==> src/rtl/cmd.vh <==
// Array and mask command encodings shared by the sequencer and the square array.
`ifndef MOVEGEN_CMD_VH
`define MOVEGEN_CMD_VH

localparam logic [2:0] SM_FV      = 3'd1;
localparam logic [2:0] SM_FA      = 3'd2;

localparam logic [1:0] MM_NOP     = 2'd0;
localparam logic [1:0] MM_EAV_EAA = 2'd1;
localparam logic [1:0] MM_DA      = 2'd2;
localparam logic [1:0] MM_DV_EAA  = 2'd3;

`endif

==> src/rtl/movegen_sequencer_pkg.sv <==
// Shared types for the move-generation sequencer: FSM states and array command codes.
package movegen_sequencer_pkg;

`include "cmd.vh"

   typedef enum logic [2:0] {
      ST_IDLE    = 3'd0,
      ST_INIT    = 3'd1,
      ST_FV      = 3'd2,
      ST_FA      = 3'd3,
      ST_EMIT    = 3'd4,
      ST_DIS_AGG = 3'd5,
      ST_DIS_VIC = 3'd6,
      ST_FINISH  = 3'd7
   } mg_state_e;

endpackage

==> src/rtl/movegen_counter.sv <==
// 8-bit move counter: synchronous clear has priority, increment saturates at 255.
// Single-cycle update, no backpressure.
module movegen_counter (
   input  logic       clk,
   input  logic       rst_n,
   input  logic       i_clr,
   input  logic       i_inc,
   output logic [7:0] o_count
);

   logic [7:0] r_count;

   always_ff @(posedge clk or negedge rst_n) begin
      if (!rst_n) begin
         r_count <= 8'd0;
      end else if (i_clr) begin
         r_count <= 8'd0;
      end else if (i_inc && (r_count != 8'hFF)) begin
         r_count <= r_count + 8'd1;
      end
   end

   assign o_count = r_count;

endmodule

==> src/rtl/movegen_sequencer.sv <==
// Sequences find-victim / find-aggressor searches over the square array and streams moves.
// Outputs are registered from the next state; EMIT stalls on move_ready, abort wins over everything.
module movegen_sequencer
   import movegen_sequencer_pkg::*;
(
   input  logic       clk,
   input  logic       rst_n,
   input  logic       start,
   input  logic       wtm_in,
   input  logic       abort,
   input  logic [2:0] best_prio,
   input  logic [5:0] best_sq,
   input  logic       any_king,
   output logic [2:0] state_mode,
   output logic [1:0] mask_mode,
   output logic       wtm,
   output logic [5:0] ss1_sq,
   output logic       ss1_en,
   output logic       move_valid,
   input  logic       move_ready,
   output logic [5:0] move_from,
   output logic [5:0] move_to,
   output logic       done,
   output logic       illegal,
   output logic [7:0] move_count
);

   mg_state_e  r_state;
   mg_state_e  w_state_nxt;
   logic [5:0] r_victim;
   logic [5:0] r_aggr;
   logic [5:0] w_victim_nxt;
   logic [5:0] w_aggr_nxt;
   logic       w_illegal_nxt;
   logic       w_start_acc;
   logic       w_inc;
   logic [2:0] w_sm;
   logic [1:0] w_mm;
   logic [5:0] w_ss1_sq;
   logic       w_ss1_en;
   logic       w_valid;
   logic       w_done;

   logic [2:0] r_sm;
   logic [1:0] r_mm;
   logic       r_wtm;
   logic [5:0] r_ss1_sq;
   logic       r_ss1_en;
   logic       r_valid;
   logic [5:0] r_from;
   logic [5:0] r_to;
   logic       r_done;
   logic       r_illegal;

   always_ff @(posedge clk or negedge rst_n) begin
      if (!rst_n) begin
         r_state <= ST_IDLE;
      end else begin
         r_state <= w_state_nxt;
      end
   end

   // Outputs decode from the next state so each command appears during its own state's cycle.
   always_comb begin
      w_state_nxt   = r_state;
      w_victim_nxt  = r_victim;
      w_aggr_nxt    = r_aggr;
      w_illegal_nxt = r_illegal;
      w_start_acc   = 1'b0;
      w_inc         = 1'b0;
      w_sm          = SM_FV;
      w_mm          = MM_NOP;
      w_ss1_sq      = 6'd0;
      w_ss1_en      = 1'b0;
      w_valid       = 1'b0;
      w_done        = 1'b0;

      if (abort) begin
         w_state_nxt = ST_IDLE;
      end else begin
         case (r_state)
            ST_IDLE: begin
               if (start) begin
                  w_state_nxt   = ST_INIT;
                  w_start_acc   = 1'b1;
                  w_illegal_nxt = 1'b0;
               end
            end
            ST_INIT:    w_state_nxt = ST_FV;
            ST_FV: begin
               if (any_king) begin
                  w_illegal_nxt = 1'b1;
                  w_state_nxt   = ST_FINISH;
               end else if (best_prio == 3'd0) begin
                  w_state_nxt = ST_FINISH;
               end else begin
                  w_victim_nxt = best_sq;
                  w_state_nxt  = ST_FA;
               end
            end
            ST_FA: begin
               if (best_prio == 3'd0) begin
                  w_state_nxt = ST_DIS_VIC;
               end else begin
                  w_aggr_nxt  = best_sq;
                  w_state_nxt = ST_EMIT;
               end
            end
            ST_EMIT: begin
               if (move_ready) begin
                  w_inc       = 1'b1;
                  w_state_nxt = ST_DIS_AGG;
               end
            end
            ST_DIS_AGG: w_state_nxt = ST_FA;
            ST_DIS_VIC: w_state_nxt = ST_FV;
            ST_FINISH:  w_state_nxt = ST_IDLE;
            default:    w_state_nxt = ST_IDLE;
         endcase
      end

      case (w_state_nxt)
         ST_INIT: w_mm = MM_EAV_EAA;
         ST_FA: begin
            w_sm     = SM_FA;
            w_ss1_sq = w_victim_nxt;
            w_ss1_en = 1'b1;
         end
         ST_EMIT: begin
            w_sm    = SM_FA;
            w_valid = 1'b1;
         end
         ST_DIS_AGG: begin
            w_sm     = SM_FA;
            w_mm     = MM_DA;
            w_ss1_sq = w_aggr_nxt;
            w_ss1_en = 1'b1;
         end
         ST_DIS_VIC: begin
            w_mm     = MM_DV_EAA;
            w_ss1_sq = w_victim_nxt;
            w_ss1_en = 1'b1;
         end
         ST_FINISH: w_done = 1'b1;
         default: ;
      endcase
   end

   always_ff @(posedge clk or negedge rst_n) begin
      if (!rst_n) begin
         r_victim  <= 6'd0;
         r_aggr    <= 6'd0;
         r_sm      <= SM_FV;
         r_mm      <= MM_NOP;
         r_wtm     <= 1'b0;
         r_ss1_sq  <= 6'd0;
         r_ss1_en  <= 1'b0;
         r_valid   <= 1'b0;
         r_from    <= 6'd0;
         r_to      <= 6'd0;
         r_done    <= 1'b0;
         r_illegal <= 1'b0;
      end else begin
         r_victim  <= w_victim_nxt;
         r_aggr    <= w_aggr_nxt;
         r_sm      <= w_sm;
         r_mm      <= w_mm;
         r_ss1_sq  <= w_ss1_sq;
         r_ss1_en  <= w_ss1_en;
         r_valid   <= w_valid;
         r_from    <= w_aggr_nxt;
         r_to      <= w_victim_nxt;
         r_done    <= w_done;
         r_illegal <= w_illegal_nxt;
         if (w_start_acc) begin
            r_wtm <= wtm_in;
         end
      end
   end

   movegen_counter u_counter (
      .clk     (clk),
      .rst_n   (rst_n),
      .i_clr   (w_start_acc),
      .i_inc   (w_inc),
      .o_count (move_count)
   );

   assign state_mode = r_sm;
   assign mask_mode  = r_mm;
   assign wtm        = r_wtm;
   assign ss1_sq     = r_ss1_sq;
   assign ss1_en     = r_ss1_en;
   assign move_valid = r_valid;
   assign move_from  = r_from;
   assign move_to    = r_to;
   assign done       = r_done;
   assign illegal    = r_illegal;

endmodule

==> config.mk <==
export PLATFORM = sky130hd
export DESIGN_NAME = movegen_sequencer
export DESIGN_NICKNAME = d
export VERILOG_FILES = /design/src/rtl/movegen_sequencer_pkg.sv /design/src/rtl/movegen_counter.sv /design/src/rtl/movegen_sequencer.sv
export VERILOG_INCLUDE_DIRS = /design/src /design/src/rtl
export SDC_FILE = /design/constraint.sdc
export NUM_CORES = 1
export LEC_CHECK = 0
export ABC_AREA = 0
export BUFFER_PORTS_ARGS = -buffer_cell sky130_fd_sc_hd__buf_4
export CORE_MARGIN = 2
export CORE_UTILIZATION = 26
export DETAILED_ROUTE_END_ITERATION = 12
export SLEW_MARGIN = 20
export SYNTH_ARGS = -nofsm -noshare
export SYNTH_HDL_FRONTEND = slang
export SYNTH_SLANG_ARGS = --single-unit
==> constraint.sdc <==
create_clock -name clk -period 2.6 [get_ports clk]
set_input_delay 0.13 -clock clk [delete_from_list [all_inputs] [get_ports clk]]
set_output_delay 0.13 -clock clk [all_outputs]
set_load 0.03 [all_outputs]
## After elaboration in Yosys (flattened, before gate mapping)

Cells that the tools add are included.

| storage, ports and cells | value |
|---|---|
| output and inout bits | 36 |
| input bits | 16 |
| bits in registers | 39 |
| word-level logic and storage cells | 71 |

| cells by class | value |
|---|---|
| reduce and logical (&&, ||, !) cells | 10 |
| multiplexer cells | 31 |
| eq/ne operators | 16 |
| bitwise logic cells | 1 |
| $add $sub $neg | 1 |

Operator list:

| cell | count |
|---|---|
| two-way mux 6 bit | 7 |
| == test 3 bit (second input constant) | 8 |
| case mux 3 bit (7 select lines) | 1 |
| two-way mux 8 bit | 2 |
| two-way mux 3 bit | 5 |
| case mux 6 bit (2 select lines) | 1 |
| two-way mux 1 bit | 11 |
| == test 3 x 2 -> 1 bit (second input constant) | 3 |
| adder 8 x 1 -> 8 bit (second input constant) | 1 |
| != test 8 bit (second input constant) | 1 |
| == test 3 x 1 -> 1 bit (second input constant) | 2 |
| logical NOT 3 bit | 2 |
| case mux 2 bit (3 select lines) | 1 |
| OR reduction 3 bit | 2 |
| two-way mux 2 bit | 2 |
| != test 2 bit (second input constant) | 2 |
| AND reduction 4 bit | 1 |
| nonzero test 2 bit | 2 |
| OR reduction 2 bit | 2 |
| case mux 1 bit (2 select lines) | 1 |
| logical AND 1 bit | 1 |
| NOT 1 bit | 1 |

## Depth between registers and ports, before layout

Gate-level depths: netlist (run 1).

| logic depth | value |
|---|---|
| word-level depth | 8 |
| gate-level depth with buffers | 7 |

## Modules after synthesis

Synthesis (run 1) repeated with hierarchy kept, for this count alone.

| second synthesis, totals | value |
|---|---|
| cell total of the unflattened synthesis | 156 |
| area total of the unflattened synthesis | 1755.4 µm² |

By module, submodules not included:

| module | area an instance (µm²) | cells an instance | instances |
|---|---|---|---|
| movegen_sequencer | 1291.2 | 107 | 1 |
| movegen_counter | 464.2 | 49 | 1 |

## Worst setup path before layout (run 1)

OpenSTA, ideal clock, no wires.

| timing | value |
|---|---|
| path type | register to register |
| start point | reg r_state[0] |
| end point | reg r_wtm (netlist: wtm) |
| path slack | 0.755 ns |
| stages on the path, launching flop included | 6 |
| library setup time | 0.128 ns |
| path buffers | 1 |
| data arrival time | 1.718 ns |
| path through | dfrtp_1 buf_2 o32ai_1 and3_1 nor2b_2 mux2_1 |

| on the way | value |
|---|---|
| word-level cells in the longest chain between the ends | 3 |

RTL lines:

| what | RTL line | source |
|---|---|---|
| from (decl) | movegen_sequencer.sv:28 | `mg_state_e r_state;` |
| from (signal assigned) | movegen_sequencer.sv:59 | `r_state <= w_state_nxt;` |
| logical NOT 3 bit | movegen_sequencer.sv:81 | `case (r_state)` |
| two-way mux 1 bit | movegen_sequencer.sv:81 |  |
| two-way mux 1 bit | movegen_sequencer.sv:78 | `if (abort) begin` |
| to (signal assigned) | movegen_sequencer.sv:176 | `r_wtm <= wtm_in;` |
| to (decl) | movegen_sequencer.sv:46 | `logic r_wtm;` |

No other way between the ends.
A chain may end at the register's enable or synchronous reset.

## Final worst setup path (run 1)

| timing | value |
|---|---|
| start point | reg r_state[0] |
| end point | reg u_counter.r_count[7] (netlist: u_counter.o_count[7]) |

| on the way | value |
|---|---|
| word-level cells in the longest chain between the ends | 5 |

RTL lines:

| what | RTL line | source |
|---|---|---|
| == test 3 bit | movegen_sequencer.sv:81 |  |
| two-way mux 1 bit | movegen_sequencer.sv:81 |  |
| two-way mux 1 bit | movegen_sequencer.sv:78 |  |
| logical AND 1 bit | movegen_counter.sv:18 | `end else if (i_inc && (r_count != 8'hFF)) begin` |
| nonzero test 2 bit (no source line) | n/a |  |
| to (signal assigned) | movegen_counter.sv:19 | `r_count <= r_count + 8'd1;` |
| to (decl) | movegen_counter.sv:11 | `logic [7:0] r_count;` |

Several ways; a longest one is shown, not always the timed one.

==> summary.txt, run 1 <==
Clocking
  • Cts repair resizes: 0
  • Skew-Pair Late Insertion Delay: 0.29 ns
  • CTS Sinks: 38
  • H-tree levels: 2
  • Clock buffer depth: 2
  • # Post-CTS Setup Buffers: 0
  • Clk root buf: clkbuf_8
  • Num CTS Buffers: 5
  • Cts hold-fix bufs: 1
  • Clock Pin Slew Worst Setup and Hold Paths: 0.07 ns
  • CTS tree: built

Logic synthesis
  • Synth Instances: 141
  • Synthesized cell area: 0.00177 sq mm
  • Synth top area cells: dfrtp_1 52%, mux2i_1 3.9%, mux2_2 3.8%
  • Syn Nets: 158
  • Syn_area_per_cell: 12.6 sq um
  • Leading area contributor after synthesis: dfrtp_1
  • Yosys warning count: 0
  • Prevailing post-synth register cell: dfrtp_1
  • Fraction of the yosys area taken by sequential cells: 53.7%
  • Top-area cell type share of the netlist area: 52.2%
  • Number of library cell types mapped by synthesis: 51
  • Post-synth EDFFs: 0
  • Ys async rst share: 100%
  • Synth Register Bits: 38

Global route
  • GRT Total Usage: 11.3%
  • Vias in the first global route: 1303
  • Pin count of the biggest net entering global routing: 39
  • Grt ovf: 0
  • First-pass GRT wire length: 6.58 mm
  • Antenna violations before repair: 0

Die
  • IO Pins: 52
  • Die Y: 86.6 microns
  • Die area: 0.00750 sq mm
  • Core ar.: 0.00668 sq mm
  • Initial core utilization: 26.6%
  • Die W: 86.6 microns
  • Rows: 30

Pwr
  • Leakage power figure: 1.08 nW
  • Final Power: 1.85 mW
  • Peak supply drop: 0.000264 V
  • Cell area power density: 797 mW/mm^2

Routing
  • Drt drc: 0
  • Avg WL per Cell: 14.1 microns
  • Routed Antenna Nets: 0
  • Routed vias: 1270
  • Initial DRC count: 73
  • Final WL: 3.89 mm
  • DR pass1 iterations: 4
  • Vias/cell: 4.62

STA
  • RSZ-0062 raised after global routing: false
  • Setup TNS: 0 ns
  • Final setup viols: 0
  • Final worst setup slack: 0.490 ns
  • Tmin final: 2.11 ns
  • Max Clk Rate: 0.474 GHz
  • Hold_ws: 0.0538 ns
  • Fin crit share: 81.2%
  • Skew final: 0.00363 ns
  • Pins over their slew limit: 0
  • Slew headroom: 56.1%
  • Worst Max-Slew Pin Slew: 0.654 ns
  • Final Hold Fails: 0

Final layout
  • Core Util, Final: 34.8%
  • Final non-filler cell total: 275
  • Layout cell share with drive strength beyond 1: 42.6%
  • Layout overhead on the synthesized area: 31.0%
  • # diodes: 0
  • Final instance area: 0.00232 sq mm
  • Total Nets Final: 211

Placed design
  • DP Area: 0.00222 sq mm
  • Placed Cells incl. Taps: 266
  • HPWL after DPL: 2.84 mm
  • Gpl congestion: 0.725
  • Port Buf Inserts: 50
  • Pre-CTS WS: 0.475 ns

Hold path
  • Hold-critical path depth: 2
  • Hold Crit Class: in -> reg

Critical path
  • Worst EP required: 2.78 ns
  • Critical path arrival: 2.29 ns
  • Largest fanout on the critical path: 13
  • Worst reg-to-reg path cell count: 5
  • Setup CP Type: reg -> reg
  • Worst path cell trace: nor2_1 -> o32a_4 -> nor3_4 -> a41oi_1 -> a311oi_1
  • Critical Path Source Type: flop
  • CP peak stage delay: 0.67 ns
  • Crit end category: flop
  • Slowest CP cell: dfrtp_1

Flow run
  • Max_cap viols: 0

Outcome
  • Status: finished clean
## area by class of cell
type,count,area [sq um]
Tap cell,80,100
Fill cell,698,4360
Clock buffer,6,82.6
Multi-Input combinational cell,88,749
Clock inverter,2,12.5
Sequential cell,38,952
Inverter,9,33.8
Timing Repair Buffer,52,393
## report_power, final
group	total, mW	leakage, nW	switching [mW]	internal (mW)
Combinational	0.658	0.532	0.408	0.250
Sequential	0.774	0.503	0.0708	0.704
Clock	0.419	0.0472	0.206	0.213
## path summary, 6_finish.rpt
check                            from                    to  slack (ns)
max                        r_state[0]  u_counter.o_count[7]        0.49
min                            wtm_in                   wtm        0.05
max reg2reg                r_state[0]  u_counter.o_count[7]        0.49
min reg2reg                       wtm                   wtm        0.49
max in group asynchronous       rst_n         state_mode[0]        1.91
min in group asynchronous       rst_n            move_to[1]        0.34
## cells in the mapped netlist, drive strengths merged, types with 2 or more instances
master and instances:
dfrtp 37, nor2 10, inv 9, mux2 7, mux2i 7, o2bb2ai 7, nor3 6, a21oi 5
buf 5, a311oi 4, and3 4, nand2 4, a31oi 3, nand3 3, nor4 3, a41oi 2
and2 2, nor3b 2, or3 2
## routing by layer
metal	part of all wire, %	global-route usage [%]	vias up
met5	0	0	-
met4	1.1	2.98	0
met3	8.8	4.10	6
met2	44	16.9	49
met1	46	15.4	598
li1	-	-	617
## kinds of logic (layout without fill, tap and decap cells)
kind of cell | after synthesis | in the layout | share of synthesized area, %
AO/OA/AOI/OAI | 28 | 28 | 14.7
XOR/XNOR | 1 | 1 | 0.494
adder cells (fa/ha/maj) | 1 | 1 | 0.705
buffers and inverters | 15 | 69 | 4.09
flip-flops | 38 | 38 | 53.7
multiplexers | 14 | 14 | 8.39
other | 1 | 1 | 0.211
AND/OR/NAND/NOR | 43 | 43 | 17.7
## state kept, by name (all words and copies together) (netlist names), 2 cells and up
signal,count
state_mode,2
r_state,3
move_to,6
ss1_sq,6
move_from,6
u_counter.o_count,8
mask_mode,2
## worst max-delay path, delay by kind of cell (launching register included)
family,cells,cell delay (ns)
compound gates,3,0.74
flops,1,0.67
simple gates,2,0.60
## cell usage in the layout (no fill, tap or decap), drive strengths merged, types with 2 or more instances in the layout
cell     netlist  final
buf            5     51
dfrtp         37     37
nor2          10     10
inv            9      9
mux2i          7      7
mux2           7      7
o2bb2ai        7      7
clkbuf         1      6
nor3           6      6
a21oi          5      5
and3           4      4
a311oi         4      4
nand2          4      4
nand3          3      3
a31oi          3      3
nor4           3      3
and2           2      2
a41oi          2      2
or3            2      2
nor3b          2      2
Note: power is estimated with default switching activity, not from simulation.
==> run 2, diff against run 1 <==
==> constraint.sdc (replaced) <==
create_clock -name clk -period 2.05 [get_ports clk]
set_input_delay 0.1025 -clock clk [delete_from_list [all_inputs] [get_ports clk]]
set_output_delay 0.1025 -clock clk [all_outputs]
set_load 0.03 [all_outputs]
==> summary.txt, run 2 (same netlist as run 1, synthesis figures left out) <==
Routing
  • Vias/cell: 4.57 (-0.99%)
  • Routed Antenna Nets: 0 (unchanged)
  • Drt drc: 0 (unchanged)
  • Routed vias: 1294 (+1.9%)
  • Final WL: 3.98 mm (+2.2%)
  • Avg WL per Cell: 14.0 microns (-0.68%)
  • Initial DRC count: 54 (-26%)
  • DR pass1 iterations: 4 (unchanged)

STA
  • Hold_ws: 0.0416 ns (-0.0122 ns)
  • Final worst setup slack: 0.115 ns (-0.375 ns)
  • Worst Max-Slew Pin Slew: 0.508 ns (-0.146 ns)
  • Final setup viols: 0 (unchanged)
  • RSZ-0062 raised after global routing: false
  • Slew headroom: 65.9% (+9.8 points)
  • Max Clk Rate: 0.517 GHz (+9.0%)
  • Pins over their slew limit: 0 (unchanged)
  • Tmin final: 1.94 ns (-0.175 ns)
  • Final Hold Fails: 0 (unchanged)
  • Skew final: 0.00421 ns (+0.000582 ns)
  • Fin crit share: 94.4% (+13 points)

Outcome
  • Status: finished clean

Hold path
  • Hold Crit Class: in -> reg
  • Hold-critical path depth: 2 (unchanged)
  • Min-delay src: wtm_in
  • Worst Hold Endpoint: wtm

Critical path
  • Worst EP required: 2.23 ns (-0.55 ns)
  • Worst reg-to-reg path cell count: 5 (unchanged)
  • Setup CP Type: reg -> reg
  • Critical Path Source Type: flop
  • Crit end category: flop
  • Slowest CP cell: or4_4
  • Critical path arrival: 2.11 ns (-0.18 ns)
  • Worst reg2reg endpoint: u_counter.o_count[7]
  • Worst R2R Start: r_state[2]
  • Worst path cell trace: or4_4 -> a31oi_4 -> nor2b_4 -> buf_4 -> a311oi_1
  • R2r setup slk: 0.11 ns (-0.38 ns)
  • CP startpoint: r_state[2]
  • CP peak stage delay: 0.58 ns (-0.09 ns)
  • Largest fanout on the critical path: 10 (-3)

Placed design
  • Placed Cells incl. Taps: 272 (+2.3%)
  • Pre-CTS WS: -0.00658 ns (-0.482 ns)
  • HPWL after DPL: 2.90 mm (+2.0%)
  • Port Buf Inserts: 50 (unchanged)
  • Gpl congestion: 0.747 (+3.0%)

Clocking
  • CTS Sinks: 38 (unchanged)
  • CTS tree: built
  • Num CTS Buffers: 5 (unchanged)
  • Skew-Pair Late Insertion Delay: 0.28 ns (about the same)
  • Clk root buf: clkbuf_8
  • H-tree levels: 2 (unchanged)
  • Clock Pin Slew Worst Setup and Hold Paths: 0.07 ns (about the same)
  • Clock buffer depth: 2 (unchanged)

Flow run
  • Max_cap viols: 0 (unchanged)

Die
  • Die Y: 86.6 microns (unchanged)
  • Initial core utilization: 26.6% (unchanged)
  • Die W: 86.6 microns (unchanged)
  • Core ar.: 0.00668 sq mm (unchanged)
  • Die area: 0.00750 sq mm (unchanged)
  • IO Pins: 52 (unchanged)
  • Rows: 30 (unchanged)

Final layout
  • Commonest non-fill, non-tap cell in the layout: buf_4
  • Core Util, Final: 35.7% (+0.94 points)
  • Total Nets Final: 219 (+3.8%)
  • Layout overhead on the synthesized area: 34.5%
  • Final non-filler cell total: 283 (+2.9%)
  • Most frequent cells in the layout: 59 x buf_4, 36 x dfrtp_1, 9 x nor2_1, 9 x inv_1, 7 x mux2i_1
  • Largest register FFs: 8 (unchanged)
  • Layout cell share with drive strength beyond 1: 44.8% (+2.3 points)
  • # diodes: 0 (unchanged)

Pwr
  • Peak supply drop: 0.000398 V (+50%)
  • Cell area power density: 988 mW/mm^2 (+24%)
  • Leakage power figure: 1.12 nW (+3.9%)
  • Final Power: 2.36 mW (+27%)

Global route
  • GRT Total Usage: 11.0% (-0.26 points)
  • Antenna violations before repair: 0 (unchanged)
  • Pin count of the biggest net entering global routing: 39 (unchanged)
  • Vias in the first global route: 1294 (-0.69%)
  • Grt ovf: 0 (unchanged)
  • First-pass GRT wire length: 6.47 mm (-1.6%)
==> run 2: cell types whose count changed in the layout (fill, tap and decap cells not counted) <==
| cell | before | now |
|---|---|---|
| nor2b_4 | 0 | 1 |
| clkinvlp_4 | 1 | 0 |
| nor2b_2 | 1 | 0 |
| buf_4 | 51 | 59 |
| clkbuf_1 | 0 | 1 |
| dfrtp_2 | 0 | 1 |
| dfrtp_1 | 37 | 36 |
==> run 2: cell type report <==
class                      count  area (sq um)
tap                           80           100
clock buffer                   7          86.3
inverter                       9          33.8
timing repair buffer          60           453
fill                         664          4300
clock inverter                 1          5.00
sequential                    38           953
multi-input combinational     88           754
==> run 2: worst max-delay path by stage <==
stage | end | slack [ns] | cells after the start
2_1_floorplan | wtm | 0.20 | 5
3_3_place_gp | wtm | 0.08 | 5
3_5_place_dp | wtm | -0.007 | 5
4_1_cts | ss1_sq[5] | 0.11 | 5
5_1_grt | ss1_sq[0] | 0.02 | 6
6_report | u_counter.o_count[7] | 0.11 | 5
==> run 2: metal layers <==
metal | vias to the layer above | global-route usage, % | routed length, microns
li1 | 633 | - | -
met1 | 619 | 15.4 | 1910
met2 | 40 | 17.1 | 1850
met3 | 2 | 2.86 | 197
met4 | 0 | 2.56 | 18
met5 | - | 0 | 0
==> run 2: worst max-delay path, delay by kind of cell (launching register included) <==
family	cells	cell delay [ns]
DFF	1	0.46
buffers and inverters	1	0.15
and+or+nand+nor	2	0.71
AOI/OAI and AO/OA	2	0.52
==> run 2: stage by stage <==
step	area (sq um)	setup TNS, ns
final	2390	0
after global routing	2390	0
after CTS	2370	0
after detailed placement	2260	-0.00658
after global placement	2260	0
after floorplan	1770	0
==> run 2: what timing repair did <==
item,in CTS,in global routing
gates resized for setup,1,1
endpoints found under the hold margin,37,0
setup buffers,0,2
setup endpoints to repair,1,2
hold buffers,1,0
==> run 2: where the power goes <==
part / switching [mW] / internal, mW
clock network: 0.241 / 0.271
registers: 0.0812 / 0.893
logic: 0.533 / 0.338
total: 0.854 / 1.50
==> run 3, diff against run 2 <==
--- a/config.mk
+++ b/config.mk
@@ -8,9 +8,11 @@
 export LEC_CHECK = 0
 export ABC_AREA = 0
 export BUFFER_PORTS_ARGS = -buffer_cell sky130_fd_sc_hd__buf_4
+export CORE_ASPECT_RATIO = 0.8
 export CORE_MARGIN = 2
 export CORE_UTILIZATION = 26
 export DETAILED_ROUTE_END_ITERATION = 12
+export PLACE_DENSITY_LB_ADDON = 0.3
 export SLEW_MARGIN = 20
 export SYNTH_ARGS = -nofsm -noshare
 export SYNTH_HDL_FRONTEND = slang
==> summary.txt, run 3 (same netlist as run 1, synthesis figures left out) <==
Clocking
  • CTS Sinks: 38 (unchanged)
  • Clk root buf: clkbuf_8
  • Clock Pin Slew Worst Setup and Hold Paths: 0.08 ns (about the same)
  • H-tree levels: 2 (unchanged)
  • Skew-Pair Late Insertion Delay: 0.29 ns (about the same)
  • Clock buffer depth: 2 (unchanged)
  • CTS tree: built
  • Num CTS Buffers: 5 (unchanged)

Placed design
  • Pre-CTS WS: 0.0365 ns (+0.0431 ns)
  • Gpl congestion: 0.822 (+10%)
  • Placed Cells incl. Taps: 276 (+1.5%)
  • Port Buf Inserts: 50 (unchanged)
  • DP Area: 0.00227 sq mm (+0.22%)
  • HPWL after DPL: 2.94 mm (+1.4%)

Routing
  • Avg WL per Cell: 14.3 microns (+2.0%)
  • Drt drc: 0 (unchanged)
  • DR pass1 iterations: 4 (unchanged)
  • Vias/cell: 4.58 (about the same)
  • Routed vias: 1304 (+0.77%)
  • Initial DRC count: 48 (-11%)
  • Final WL: 4.08 mm (+2.7%)
  • Routed Antenna Nets: 0 (unchanged)

Hold path
  • Min-delay src: wtm_in
  • Hold Crit Class: in -> reg

Final layout
  • Layout cell share with drive strength beyond 1: 44.3% (-0.55 points)
  • Total Nets Final: 217 (-0.91%)
  • Commonest non-fill, non-tap cell in the layout: buf_4
  • Most frequent cells in the layout: 57 x buf_4, 37 x dfrtp_1, 9 x nor2_1, 9 x inv_1, 7 x mux2i_1
  • Largest register FFs: 8 (unchanged)
  • Final instance area: 0.00240 sq mm (+0.47%)
  • Layout overhead on the synthesized area: 35.1%
  • Core Util, Final: 36.8% (+1.1 points)
  • # diodes: 0 (unchanged)
  • Final non-filler cell total: 285 (+0.71%)

Die
  • Die Y: 77.9 microns (-10%)
  • Die area: 0.00750 sq mm (about the same)
  • Rows: 26 (-13%)
  • Die W: 96.4 microns (+11%)
  • Initial core utilization: 27.3% (+0.71 points)
  • IO Pins: 52 (unchanged)
  • Core ar.: 0.00651 sq mm (-2.6%)

STA
  • Final setup viols: 0 (unchanged)
  • Hold_ws: 0.0227 ns (-0.0189 ns)
  • Fin crit share: 94.2% (-0.19 points)
  • Pins over their slew limit: 0 (unchanged)
  • Max Clk Rate: 0.518 GHz (+0.21%)
  • Final worst setup slack: 0.119 ns (+0.00399 ns)
  • Setup TNS: 0 ns (unchanged)
  • Skew final: 0.00311 ns (-0.00110 ns)
  • Tmin final: 1.93 ns (-0.00398 ns)
  • Final Hold Fails: 0 (unchanged)
  • RSZ-0062 raised after global routing: false

Global route
  • First-pass GRT wire length: 6.62 mm (+2.2%)
  • GRT Total Usage: 11.4% (+0.40 points)
  • Grt ovf: 0 (unchanged)
  • Pin count of the biggest net entering global routing: 39 (unchanged)
  • Vias in the first global route: 1287 (-0.54%)
  • Antenna violations before repair: 0 (unchanged)

Critical path
  • Crit end category: flop
  • Worst R2R Start: r_state[2]
  • Critical path arrival: 2.15 ns (+0.04 ns)
  • Worst EP required: 2.27 ns (+0.04 ns)
  • CP startpoint: r_state[2]
  • Largest fanout on the critical path: 8 (-2)
  • Setup CP Type: reg -> reg
  • Critical Path Source Type: flop

Outcome
  • Status: finished clean

Pwr
  • Cell area power density: 1040 mW/mm^2 (+5.0%)
  • Final Power: 2.49 mW (+5.5%)
  • Leakage power figure: 1.12 nW (-0.71%)
  • Peak supply drop: 0.000369 V (-7.2%)

Flow run
  • Max_cap viols: 0 (unchanged)
run 3: changes by cell type in the layout (fill, tap and decap cells not counted), sizes merged:
cell | before | now
clkinvlp | 0 | 2
buf | 59 | 57
clkbuf | 7 | 5
clkinv | 1 | 0
bufinv | 0 | 1
run 3: area by class of cell:
cell class | count | area (sq um)
Clock buffer | 5 | 68.8
Clock inverter | 3 | 45.0
Fill cell | 645 | 4110
Inverter | 9 | 33.8
Multi-Input combinational cell | 88 | 754
Sequential cell | 38 | 952
Tap cell | 84 | 105
Timing Repair Buffer | 58 | 438
run 3: per-layer routing:
layer / wire (microns) / vias up / global-route usage, %
met2: 1600 / 45 / 15.1
met3: 322 / 3 / 3.79
met1: 2140 / 622 / 17.7
met4: 19 / 0 / 2.54
li1: - / 634 / -
met5: 0 / - / 0
run 3: timing repair:
item                                    in CTS  in global routing
setup buffers                                0                  0
endpoints found under the setup margin       0                  1
hold buffers                                 1                  0
hold endpoints to repair                    37                  0
resized for setup                            0                  1
run 3: final timing paths:
| path | endpoint | slack, ns | cells after the start |
|---|---|---|---|
| max | state_mode[0] | 0.12 | 5 |
| min | wtm | 0.02 | 2 |
| max reg2reg | state_mode[0] | 0.12 | 5 |
| min reg2reg | wtm | 0.50 | 1 |
| max in group asynchronous | state_mode[0] | 1.38 | 2 |
| min in group asynchronous | move_to[5] | 0.31 | 2 |
run 3: power breakdown:
part | internal [mW] | switching [mW]
logic | 0.332 | 0.522
clock network | 0.362 | 0.282
registers | 0.892 | 0.0955
run 3: worst max-delay path: stages (launching register included):
cell and delay (ns):
dfrtp_1 0.46, or4_4 0.58, a31oi_4 0.30, and2_1 0.21
a21boi_1 0.10, or2_1 0.21
